**src/rtl/fetch_unit.sv**
```systemverilog
// fetch_unit: instruction fetch stage of the RV32I core.
// Holds the PC, fetches one instruction at a time over a req/gnt/rvalid
// handshake and presents the registered instruction to main_decoder.
// Optional feature macro: MISALIGN_TRAP_EN. When it is defined, a retire
// whose next PC is not word aligned parks the unit in TRAP until reset.
// Without it, the next PC is forced to word alignment and Misalign is 0.
module fetch_unit #(
    parameter int              XLEN     = 32,
    parameter logic [XLEN-1:0] RESET_PC = '0
) (
    input  logic            clk,
    input  logic            rst,
    input  logic            PCSrc,
    input  logic [XLEN-1:0] ImmExt,
    input  logic            StallD,
    output logic            imem_req,
    output logic [XLEN-1:0] imem_addr,
    input  logic            imem_gnt,
    input  logic            imem_rvalid,
    input  logic [31:0]     imem_rdata,
    output logic            InstrValid,
    output logic [31:0]     Instr,
    output logic [6:0]      op,
    output logic [XLEN-1:0] PC,
    output logic [XLEN-1:0] PCPlus4,
    output logic            Misalign
);

`ifdef MISALIGN_TRAP_EN
    typedef enum logic [2:0] {IDLE, REQ, WAIT, HOLD, TRAP} state_t;
`else
    typedef enum logic [1:0] {IDLE, REQ, WAIT, HOLD} state_t;
`endif

    localparam logic [XLEN-1:0] PC_STEP = XLEN'(4);

    state_t          state_q;
    logic [XLEN-1:0] pc_q;
    logic [31:0]     instr_q;
    logic            req_q;
    logic            valid_q;
    logic [XLEN-1:0] targetPc;
    logic [XLEN-1:0] nextPc_d;
    logic            retire;

    // Next PC: branch target or fall-through, both wrapping mod 2^XLEN.
    // Without the trap feature the low two bits are cleared so the PC
    // can never leave word alignment.
    always_comb begin
        targetPc = PCSrc ? (pc_q + ImmExt) : (pc_q + PC_STEP);
`ifdef MISALIGN_TRAP_EN
        nextPc_d = targetPc;
`else
        nextPc_d = targetPc & ~XLEN'(3);
`endif
    end

    // An instruction leaves the stage when it is valid and decode can take it.
    assign retire = valid_q & ~StallD;

`ifdef MISALIGN_TRAP_EN
    logic misalign_q;

    // Fetch FSM with registered handshake/valid/trap outputs; a response
    // arriving outside WAIT (for example after a reset mid-fetch) is dropped.
    always_ff @(posedge clk) begin
        if (rst) begin
            state_q    <= IDLE;
            pc_q       <= RESET_PC;
            instr_q    <= '0;
            req_q      <= 1'b0;
            valid_q    <= 1'b0;
            misalign_q <= 1'b0;
        end else begin
            case (state_q)
                IDLE: begin
                    state_q <= REQ;
                    req_q   <= 1'b1;
                end
                REQ: begin
                    if (imem_gnt) begin
                        state_q <= WAIT;
                        req_q   <= 1'b0;
                    end
                end
                WAIT: begin
                    if (imem_rvalid) begin
                        instr_q <= imem_rdata;
                        valid_q <= 1'b1;
                        state_q <= HOLD;
                    end
                end
                HOLD: begin
                    if (retire) begin
                        pc_q    <= nextPc_d;
                        valid_q <= 1'b0;
                        if (nextPc_d[1:0] != 2'b00) begin
                            state_q    <= TRAP;
                            misalign_q <= 1'b1;
                        end else begin
                            state_q <= REQ;
                            req_q   <= 1'b1;
                        end
                    end
                end
                TRAP: begin
                    state_q <= TRAP;
                end
                default: begin
                    state_q <= IDLE;
                    req_q   <= 1'b0;
                    valid_q <= 1'b0;
                end
            endcase
        end
    end

    assign Misalign = misalign_q;
`else
    // Fetch FSM with registered handshake/valid outputs; a response
    // arriving outside WAIT (for example after a reset mid-fetch) is dropped.
    always_ff @(posedge clk) begin
        if (rst) begin
            state_q <= IDLE;
            pc_q    <= RESET_PC;
            instr_q <= '0;
            req_q   <= 1'b0;
            valid_q <= 1'b0;
        end else begin
            case (state_q)
                IDLE: begin
                    state_q <= REQ;
                    req_q   <= 1'b1;
                end
                REQ: begin
                    if (imem_gnt) begin
                        state_q <= WAIT;
                        req_q   <= 1'b0;
                    end
                end
                WAIT: begin
                    if (imem_rvalid) begin
                        instr_q <= imem_rdata;
                        valid_q <= 1'b1;
                        state_q <= HOLD;
                    end
                end
                HOLD: begin
                    if (retire) begin
                        pc_q    <= nextPc_d;
                        valid_q <= 1'b0;
                        state_q <= REQ;
                        req_q   <= 1'b1;
                    end
                end
                default: begin
                    state_q <= IDLE;
                    req_q   <= 1'b0;
                    valid_q <= 1'b0;
                end
            endcase
        end
    end

    assign Misalign = 1'b0;
`endif

    assign imem_req   = req_q;
    assign imem_addr  = pc_q;
    assign InstrValid = valid_q;
    assign Instr      = instr_q;
    assign op         = instr_q[6:0];
    assign PC         = pc_q;
    assign PCPlus4    = pc_q + PC_STEP;

endmodule

```
**config.mk**
```make
export PLATFORM = sky130hd
export DESIGN_NAME = fetch_unit
export DESIGN_NICKNAME = d
export VERILOG_FILES = /design/src/rtl/fetch_unit.sv
export SDC_FILE = /design/constraint.sdc
export NUM_CORES = 1
export LEC_CHECK = 0
export ABC_AREA = 1
export CAP_MARGIN = 20
export CORE_UTILIZATION = 46
export DETAILED_ROUTE_END_ITERATION = 10
export PLACE_DENSITY_LB_ADDON = 0.1
export SYNTH_ARGS = -nofsm -noshare
export SYNTH_HDL_FRONTEND = slang
export SYNTH_SLANG_ARGS = --single-unit
```
**constraint.sdc**
```tcl
create_clock -name clk -period 3 [get_ports clk]
set_clock_uncertainty 0.15 [all_clocks]
set_input_delay 0.6 -clock clk [delete_from_list [all_inputs] [get_ports clk]]
set_output_delay 0.6 -clock clk [all_outputs]
set_load 0.01 [all_outputs]
```
==> summary.txt <==
outcome = finished, final reports clean
Worst setup EP type = primary output
RR Startpoint = PC[2]
DIE AREA = 13150 µm²
# diodes = 0
row cnt = 40
Post-DRT Antenna Nets = 0
Yosys cell types = 37
VDD IR-drop max = 0.0003298 V
Setup WS post-layout = 0.05965 ns
vias in the first global route = 5978
Finish-stage setup viols = 0
most common cell after layout, fill and taps aside = nand2_1
Pleak = 0.004241 µW
min-delay src = imem_req
sequential area share after synthesis = 0.2263
DR iter-0 viols = 553
min Tclk post-route = 2.940 ns
initial antenna violation count = 0
measured slew at the worst slew-check pin = 0.5600 ns
gpl congestion = 0.9480
Core Region = 12210 µm²
RSZ-0062 raised after global routing = true
Ports = 208
CTS sink count = 66
filler instances = 1177
Layout area overhead = 44.61%
Multi-input gate area = 3741 µm²
CP Max Fanout = 5
M3 GR Usage = 0.04711
Hold Path Class = flip-flop to flip-flop
H-tree levels = 3
TritonCTS clock tree = yes
Final Util = 0.6915
CP arrival = 2.19 ns
DR pass1 iterations = 5
register area = 1334 µm²
CTS Buf Count = 9
Design Area, Final = 8444 µm²
Crit. Startpoint = PC[10]
area post-placement = 7989 µm²
worst hold slack = 0.3156 ns
Syn Inst Count = 982
clock-pin slew on the worst setup and hold paths = 0.06 ns
Post-synth EDFFs = 0
Worst slew margin = 0.6261
largest net degree at the start of global routing = 36
die width = 114.7 µm
clock tree buffer depth = 2
flop2flop setup slack = 0.57 ns
Fin. Hold Viols = 0
Hold Buf Count CTS = 0
clk root buf = clkbuf_16
path depth of the worst reg2reg path = 11
Mean Syn Cell Area = 5.946 µm²
GR Overflow Total = 0
die height = 114.7 µm
Initial Util = 0.4782
met2 GRT Util = 0.4905
period utilisation layout = 0.9801
share of cells above drive strength 1 = 0.08945
DRC viols = 0
commonest cells after routing, fill and taps aside = nand2_1, clkdlybuf4s50_1, inv_1
pwr dens = 335.9 nW/µm²
Setup TNS = 0 ns
Crit Path Category = flip-flop to primary output
async set-reset flop share out of synthesis = 0
Synth Flop Type = dfxtp_1
Startpoint Class = flip-flop
Worst-Skew Late Latency = 0.34 ns
fmax = 340.1 MHz
layer with the highest usage = met2
DP Wirelength = 15480 µm
Place WS = -0.002351 ns
max cap viols = 0
synthesized flop and latch total = 66
hold depth = 2
worst path required time = 2.25 ns
met1 Usage GRT = 0.3986
GRT Total Usage = 0.2962
Port-buffer cells = 198
WL/cell = 14.63 µm
Synth Cell Area = 5839 µm²
Vias per Instance = 5.105
via count = 6907
Max Slew Vio Count = 0
first-pass GRT wire length = 30220 µm
Total Nets Final = 1285
YS warnings = 0
Routed WL = 19800 µm
## repair_timing
action / 4_1_cts / 5_1_grt
resized for setup: 21 / 26
endpoints found under the setup margin: 18 / 17
buffers inserted: 2 / 2
pin swaps: 3 / 3
## synthesized netlist by cell type, types with 11 or more instances
| library cell | instances | area (µm²) |
|---|---|---|
| a21oi_1 | 65 | 325.3 |
| buf_4 | 45 | 337.8 |
| clkbuf_1 | 14 | 52.55 |
| dfxtp_1 | 66 | 1321 |
| ha_1 | 34 | 425.4 |
| inv_1 | 124 | 465.5 |
| nand2_1 | 282 | 1059 |
| nand3_1 | 59 | 295.3 |
| nand4_1 | 11 | 68.82 |
| nor2_1 | 124 | 465.5 |
| o21ai_0 | 55 | 275.3 |
| xor2_1 | 20 | 175.2 |
## power by group
group | leakage, µW | internal, µW | switching, µW | total [µW]
registers | 0.000539 | 974 | 58.2 | 1030
logic | 0.00357 | 412 | 408 | 820
clock network | 0.000134 | 581 | 403 | 984
total | 0.00424 | 1970 | 869 | 2840
## worst paths after layout
path / to
hold / removal: imem_req
hold reg to reg: imem_req
setup / recovery: PCPlus4[13]
setup reg to reg: PC[10]
## cell families after synthesis
family          synth area share
buf+inv                   0.1558
xor+xnor                 0.04200
flops                     0.2263
other cells            0.0006422
compound gates            0.1316
simple gates              0.3675
fa+ha+maj                0.07628
## per-layer routing
layer	vias up	share of wire	wire, µm
met5	-	0	0
met4	0	0.017	332
met3	27	0.087	1722
met2	310	0.46	9163
met1	3103	0.43	8578
li1	3467	-	-
## stage by stage
step,std cells,total power [µW]
after floorplan,988,1485
after global placement,1333,1853
after detailed placement,1333,1872
after CTS,1351,2862
after global routing,1353,2993
final,1353,2837
## registers in the layout, indices dropped and copies added, names as in the netlist
register,count
PC,30
imem_req,1
Instr,32
InstrValid,1
state_q,2
## area by class of cell
cell class,instances,area share
well taps,168,0.02489
clock inverters,6,0.005038
multi-input cells,727,0.4430
repair buffers,248,0.2839
flip-flops and latches,66,0.1579
inverters,128,0.05690
clock buffers,10,0.02830
## worst max-delay path, stage by stage, from the launching register on
cell	delay (ns)
dfxtp_4	0.39
nand2_2	0.15
nor2_2	0.16
nand2_1	0.11
nor2_4	0.16
xor2_1	0.29
clkdlybuf4s50_1	0.59
No activity file was read; power rests on OpenSTA's default activity.
